==> src/rtl/dmem_pkg.sv <==
// Shared definitions for the data-memory stage: funct3 encodings, FSM states
// and the access-size decode used by both the aligner and the stage.
package dmem_pkg;

  localparam logic [2:0] F3_B  = 3'b000;
  localparam logic [2:0] F3_H  = 3'b001;
  localparam logic [2:0] F3_W  = 3'b010;
  localparam logic [2:0] F3_BU = 3'b100;
  localparam logic [2:0] F3_HU = 3'b101;

  typedef enum logic {IDLE, BUSY} state_e;

  typedef enum logic [1:0] {SZ_B, SZ_H, SZ_W, SZ_BAD} size_e;

  // Unsigned variants only exist for loads, so a store with funct3[2]=1 is illegal.
  function automatic size_e size_decode(input logic [2:0] funct3, input logic we);
    size_e sz;
    sz = SZ_BAD;
    case (funct3)
      F3_B:    sz = SZ_B;
      F3_H:    sz = SZ_H;
      F3_W:    sz = SZ_W;
      F3_BU:   sz = we ? SZ_BAD : SZ_B;
      F3_HU:   sz = we ? SZ_BAD : SZ_H;
      default: sz = SZ_BAD;
    endcase
    return sz;
  endfunction

endpackage

==> src/rtl/dmem_ldst_align.sv <==
// Combinational lane logic: store byte-enables and shifted data, load lane
// select with sign/zero extension, and misaligned/illegal request detection.
module ldst_align
  import dmem_pkg::*;
#(
  parameter int XLEN = 32
) (
  input  logic [2:0]        funct3_i,
  input  logic              we_i,
  input  logic [1:0]        addr_lo_i,
  input  logic [XLEN-1:0]   wdata_i,
  output logic [XLEN/8-1:0] be_o,
  output logic [XLEN-1:0]   wdata_sh_o,
  output logic              misaligned_o,
  output logic              illegal_o,
  input  logic [2:0]        ld_funct3_i,
  input  logic [1:0]        ld_off_i,
  input  logic [XLEN-1:0]   ld_word_i,
  output logic [XLEN-1:0]   ld_data_o
);

  localparam int NB = XLEN / 8;

  size_e           sz;
  size_e           ld_sz;
  logic [XLEN-1:0] ld_sh;

  assign sz    = size_decode(funct3_i, we_i);
  assign ld_sz = size_decode(ld_funct3_i, 1'b0);

  always_comb begin
    illegal_o    = (sz == SZ_BAD);
    misaligned_o = ((sz == SZ_H) && addr_lo_i[0]) || ((sz == SZ_W) && (addr_lo_i != 2'b00));
    be_o         = '0;
    case (sz)
      SZ_B:    be_o = NB'(1) << addr_lo_i;
      SZ_H:    be_o = NB'(3) << addr_lo_i;
      SZ_W:    be_o = '1;
      default: be_o = '0;
    endcase
    wdata_sh_o = wdata_i << {addr_lo_i, 3'b000};
  end

  // funct3[2] distinguishes the zero-extending lbu/lhu from lb/lh.
  always_comb begin
    ld_sh     = ld_word_i >> {ld_off_i, 3'b000};
    ld_data_o = ld_sh;
    case (ld_sz)
      SZ_B: ld_data_o = ld_funct3_i[2] ? {{(XLEN-8){1'b0}}, ld_sh[7:0]}
                                       : {{(XLEN-8){ld_sh[7]}}, ld_sh[7:0]};
      SZ_H: ld_data_o = ld_funct3_i[2] ? {{(XLEN-16){1'b0}}, ld_sh[15:0]}
                                       : {{(XLEN-16){ld_sh[15]}}, ld_sh[15:0]};
      default: ld_data_o = ld_sh;
    endcase
  end

endmodule

==> src/rtl/dmem_stage.sv <==
// Data-memory stage: byte-lane RAM, load-latency FSM and fault pulse.
// Optional statistics counters are built when DMEM_STATS_EN is defined.
module dmem_stage
  import dmem_pkg::*;
#(
  parameter int XLEN    = 32,
  parameter int DEPTH   = 64,
  parameter int LATENCY = 1
) (
  input  logic            clk,
  input  logic            reset,
  input  logic            req_valid,
  input  logic            req_we,
  input  logic [2:0]      req_funct3,
  input  logic [XLEN-1:0] req_addr,
  input  logic [XLEN-1:0] req_wdata,
  output logic            req_ready,
  output logic            resp_valid,
  output logic [XLEN-1:0] resp_rdata,
  output logic            fault
`ifdef DMEM_STATS_EN
  ,
  output logic [31:0]     load_cnt,
  output logic [31:0]     store_cnt,
  output logic [31:0]     stall_cnt
`endif
);

  localparam int AW = $clog2(DEPTH);
  localparam int NB = XLEN / 8;

  state_e            state_q, state_d;
  logic [1:0]        cnt_q, cnt_d;
  logic              resp_valid_q, resp_valid_d;
  logic [XLEN-1:0]   resp_rdata_q, resp_rdata_d;
  logic              fault_q, fault_d;
  logic [2:0]        ld_funct3_q;
  logic [1:0]        ld_off_q;

  logic [NB-1:0]     be;
  logic [XLEN-1:0]   wdata_sh;
  logic [XLEN-1:0]   word_rd;
  logic [XLEN-1:0]   ld_data;
  logic              misaligned, illegal;
  logic              accept, bad, acc_load, acc_store;
  logic [AW-1:0]     idx;
  logic              unused_addr_bits;

  assign idx              = req_addr[2+AW-1:2];
  assign unused_addr_bits = ^req_addr[XLEN-1:2+AW];
  assign req_ready        = (state_q == IDLE);
  assign accept           = req_valid & req_ready;
  assign bad              = misaligned | illegal;
  assign acc_load         = accept & ~req_we & ~bad;
  assign acc_store        = accept &  req_we & ~bad;

  ldst_align #(.XLEN(XLEN)) u_align (
    .funct3_i     (req_funct3),
    .we_i         (req_we),
    .addr_lo_i    (req_addr[1:0]),
    .wdata_i      (req_wdata),
    .be_o         (be),
    .wdata_sh_o   (wdata_sh),
    .misaligned_o (misaligned),
    .illegal_o    (illegal),
    .ld_funct3_i  (ld_funct3_q),
    .ld_off_i     (ld_off_q),
    .ld_word_i    (word_rd),
    .ld_data_o    (ld_data)
  );

  // One RAM per byte lane; the read is registered at acceptance so the load
  // returns pre-request contents regardless of latency.
  for (genvar gi = 0; gi < NB; gi++) begin : g_lane
    logic [7:0] lane_mem [DEPTH];
    logic [7:0] rd_q;

    always_ff @(posedge clk) begin
      if (acc_store && be[gi]) lane_mem[idx] <= wdata_sh[gi*8 +: 8];
      if (acc_load)            rd_q          <= lane_mem[idx];
    end

    assign word_rd[gi*8 +: 8] = rd_q;
  end

  always_comb begin
    state_d      = state_q;
    cnt_d        = cnt_q;
    resp_valid_d = 1'b0;
    resp_rdata_d = resp_rdata_q;
    fault_d      = accept & bad;
    case (state_q)
      IDLE: begin
        if (acc_load) begin
          state_d = BUSY;
          cnt_d   = 2'(LATENCY - 1);
        end
      end
      BUSY: begin
        if (cnt_q == 2'd0) begin
          state_d      = IDLE;
          resp_valid_d = 1'b1;
          resp_rdata_d = ld_data;
        end else begin
          cnt_d = cnt_q - 2'd1;
        end
      end
      default: state_d = IDLE;
    endcase
  end

  always_ff @(posedge clk or posedge reset) begin
    if (reset) begin
      state_q      <= IDLE;
      cnt_q        <= '0;
      resp_valid_q <= 1'b0;
      resp_rdata_q <= '0;
      fault_q      <= 1'b0;
      ld_funct3_q  <= '0;
      ld_off_q     <= '0;
    end else begin
      state_q      <= state_d;
      cnt_q        <= cnt_d;
      resp_valid_q <= resp_valid_d;
      resp_rdata_q <= resp_rdata_d;
      fault_q      <= fault_d;
      if (acc_load) begin
        ld_funct3_q <= req_funct3;
        ld_off_q    <= req_addr[1:0];
      end
    end
  end

  assign resp_valid = resp_valid_q;
  assign resp_rdata = resp_rdata_q;
  assign fault      = fault_q;

`ifdef DMEM_STATS_EN
  logic [31:0] load_cnt_q, store_cnt_q, stall_cnt_q;

  always_ff @(posedge clk or posedge reset) begin
    if (reset) begin
      load_cnt_q  <= '0;
      store_cnt_q <= '0;
      stall_cnt_q <= '0;
    end else begin
      if (acc_load)               load_cnt_q  <= load_cnt_q + 32'd1;
      if (acc_store)              store_cnt_q <= store_cnt_q + 32'd1;
      if (req_valid & ~req_ready) stall_cnt_q <= stall_cnt_q + 32'd1;
    end
  end

  assign load_cnt  = load_cnt_q;
  assign store_cnt = store_cnt_q;
  assign stall_cnt = stall_cnt_q;
`endif

endmodule

==> config.mk <==
export PLATFORM = sky130hd
export DESIGN_NAME = dmem_stage
export DESIGN_NICKNAME = d
export VERILOG_FILES = /design/src/rtl/dmem_pkg.sv /design/src/rtl/dmem_ldst_align.sv /design/src/rtl/dmem_stage.sv
export SDC_FILE = /design/constraint.sdc
export NUM_CORES = 2
export LEC_CHECK = 0
export CORE_AREA = 3 3 392 491
export CTS_BUF_LIST = sky130_fd_sc_hd__clkbuf_4 sky130_fd_sc_hd__clkbuf_8 sky130_fd_sc_hd__clkbuf_16
export DETAILED_ROUTE_END_ITERATION = 8
export DIE_AREA = 0 0 395 494
export PLACE_DENSITY_LB_ADDON = 0.2
export SETUP_SLACK_MARGIN = 0.5
export SYNTH_ARGS = -nofsm -noshare
export SYNTH_HDL_FRONTEND = slang
export SYNTH_HIERARCHICAL = 1
export SYNTH_SLANG_ARGS = --single-unit
==> constraint.sdc <==
create_clock -name clk -period 9.75 [get_ports clk]
set_input_delay 1.95 -clock clk [delete_from_list [all_inputs] [get_ports clk]]
set_output_delay 1.95 -clock clk [all_outputs]
set_load 0.01 [all_outputs]
==> results.sh <==
export IMPL_rsz0062_at_grt="false"
export IMPL_path_clk_slew_ps=60
export IMPL_portBuffers=81
export IMPL_die_h_um=494
export IMPL_grt_util_met3_pct=2.85
export IMPL_multi_input_area_um2=17900
export IMPL_synth_fp_nets=4518
export IMPL_layout_nets=4586
export IMPL_synth_seq_cells=2122
export IMPL_path_common_cell="buf_4"
export IMPL_ant_nets=0
export IMPL_boundaryPins=106
export IMPL_syn_area_per_cell_um2=18.6
export IMPL_max_stage_delay_ps=870
export IMPL_outcome="completed"
export IMPL_worstPathRequired_ps=10190
export IMPL_max_freq_mhz=182
export IMPL_clkSinkCount=2122
export IMPL_ys_warnings_count=6
export IMPL_antenna_found_initial=6
export IMPL_cts_setup_buffers=0
export IMPL_totalPowerFinal_mw=19.2
export IMPL_path_cells="buf_8, buf_4, inv_8, buf_4, nor2_1, buf_4, nand2_1, nor2_1"
export IMPL_via_count=42638
export IMPL_seqCellArea_um2=63500
export IMPL_crit_family="buffers and inverters"
export IMPL_syn_cell_area_um2=82700
export IMPL_p_leak_nw=30.0
export IMPL_cts_tree="done"
export IMPL_cp_max_fo=57
export IMPL_postSynth_asyncResetShare_pct=1.98
export IMPL_cts_max_level=4
export IMPL_die_width_um=395
export IMPL_peakVddDrop_uv=140
export IMPL_min_period_ps=5490
export IMPL_core_area_um2=188000
export IMPL_dieArea_um2=195000
export IMPL_slew_viol_final=0
export IMPL_syn_inst=4446
export IMPL_fin_util_pct=49.2
export IMPL_first_iter_violations=4974
export IMPL_period_share_pct=56.3
export IMPL_critPathCaptureType="flop"
export IMPL_clock_path_buffers=3
export IMPL_grt_busiest_layer="met2"
export IMPL_skew_ps=44.2
export IMPL_areaGrowthSynthToFinish_pct=11.9
export IMPL_fillerInstances=15342
export IMPL_cts_resized_gates=0
export IMPL_cts_buffers_inserted=195
export IMPL_wl_mm=216
export IMPL_grt_pass1_vias=42549
export IMPL_grt_use_met2_pct=36.9
export IMPL_hold_path_class="reg -> reg"
export IMPL_slowest_stage="nor2_1"
export IMPL_initial_core_util_pct=43.9
export IMPL_wl_per_cell_um=30.1
export IMPL_path_class="in -> reg"
export IMPL_cellPowerDensity_nw_per_um2=207
export IMPL_synth_main_ff_cell="edfxtp_1"
export IMPL_timing_critical_path_buf_inv=5
export IMPL_viasPerCell=5.94
export IMPL_tightest_slew_ps=1320
export IMPL_start_kind="input pin"
export IMPL_rows=178
export IMPL_relSlewSlack_pct=12.3
export IMPL_finalHoldViolCount=0
export IMPL_drive_gt1_share_pct=16.4
export IMPL_synth_edff_count=2080
export IMPL_tns_ps=0
export IMPL_clk_insertion_delay_late_ps=830
export IMPL_gp_congestion=0.859
export IMPL_cp_arrival_ps=5940
export IMPL_grt_max_degree=129
export IMPL_detailed_place_hpwl_mm=135
export IMPL_cts_root_buf="clkbuf_16"
export IMPL_grt_pass1_wl_mm=310
export IMPL_netlist_cell_type_count=69
export IMPL_ys_seq_area_share_pct=76.8
export IMPL_cap_violations=0
export IMPL_drc=0
export IMPL_finalSetupViolations=0
export IMPL_grtUsageMet1_pct=28.7
export IMPL_grt_usage_pct=21.9
export IMPL_overflow=0
export IMPL_ctsHoldBuffers=0
export IMPL_drt_first_pass_iters=7
==> final cells by class <==
type | count | share of cell area [%]
antenna | 1 | 0.00270
clock buffer | 234 | 5.63
clock inverter | 112 | 1.22
inverter | 9 | 0.0446
multi-input combinational | 2015 | 19.4
sequential | 2122 | 68.6
tap | 2520 | 3.41
timing repair buffer | 171 | 1.68
==> cell usage in the layout, fill, tap and decap left out, types with 76 or more instances in the layout <==
master,n
clkdlybuf4s50_1,76
a221oi_1,120
a221o_1,113
mux2i_1,314
a21oi_1,78
mux4_2,248
o22ai_1,153
nand2_1,195
nor2_1,374
buf_4,85
clkbuf_16,197
edfxtp_1,2080
==> registers in the layout (all words and copies together) (netlist names) <==
register and count:
state_q 1, ld_funct3_q 3, ld_off_q 2, resp_rdata 32, g_lane.lane_mem 2048, g_lane.rd_q 32
cnt_q 2, resp_valid 1, fault 1
==> final timing paths <==
kind | startpoint | end | slack (ps) | cells after the start
setup / recovery | req_addr[4] | g_lane[1].lane_mem[55][1] | 4260 | 8
hold / removal | cnt_q[0] | cnt_q[0] | 490 | 1
setup reg to reg | state_q | g_lane[2].lane_mem[58][3] | 6890 | 5
hold reg to reg | cnt_q[0] | cnt_q[0] | 490 | 1
max in group asynchronous | reset | fault | 7800 | 3
min in group asynchronous | reset | cnt_q[0] | 1550 | 3
==> power breakdown <==
group	internal, mW	switching [mW]	leakage (nW)	total [mW]
Sequential	10.2	0.0589	19.9	10.2
Clock	4.29	3.35	3.16	7.64
Combinational	0.496	0.832	6.88	1.33
==> synthesized netlist by cell type, drive strengths merged (4+ instances only) <==
cell,number,area [um2]
edfxtp,2080,62500
nor2,383,1450
mux2i,315,3170
mux4,248,5590
nand2,199,747
buf,171,1030
o22ai,153,957
clkbuf,129,484
a221oi,120,1050
a221o,113,1130
a21oi,86,430
o21ai,84,428
a22oi,75,568
mux2,49,552
dfrtp,42,1050
nand4b,29,254
a222oi,28,280
a211oi,24,180
nor2b,21,134
and2,13,81.3
nand2b,12,82.6
inv,9,33.8
nor3b,5,52.6
a31oi,4,25.0
and3,4,25.0
and3b,4,35.0
or2,4,25.0
==> per-stage QoR <==
stage | instance area (um2) | setup WS [ps] | instances | hold slack, ps
2_1_floorplan | 82700 | 4090 | 4446 | 451
3_3_place_gp | 86200 | 3410 | 6837 | 462
3_5_place_dp | 86200 | 3400 | 6837 | 480
4_1_cts | 92500 | 4290 | 7183 | 488
5_1_grt | 92500 | 4120 | 7184 | 516
6_report | 92500 | 4260 | 7184 | 485
==> layer usage <==
metal  wire, um  up-vias
met3      13000      355
met2     108000     1626
li1           -    18315
met5         13        -
met1      85500    22340
met4       9550        2
==> cell families after synthesis <==
family | count (synthesis) | synth area share, %
AOI/OAI and AO/OA | 709 | 6.38
adders and majority gates | 1 | 0.0151
buffers and inverters | 309 | 1.87
DFF | 2122 | 76.8
muxes | 612 | 11.3
and+or+nand+nor | 693 | 3.66
(Power assumes the default switching activity.)
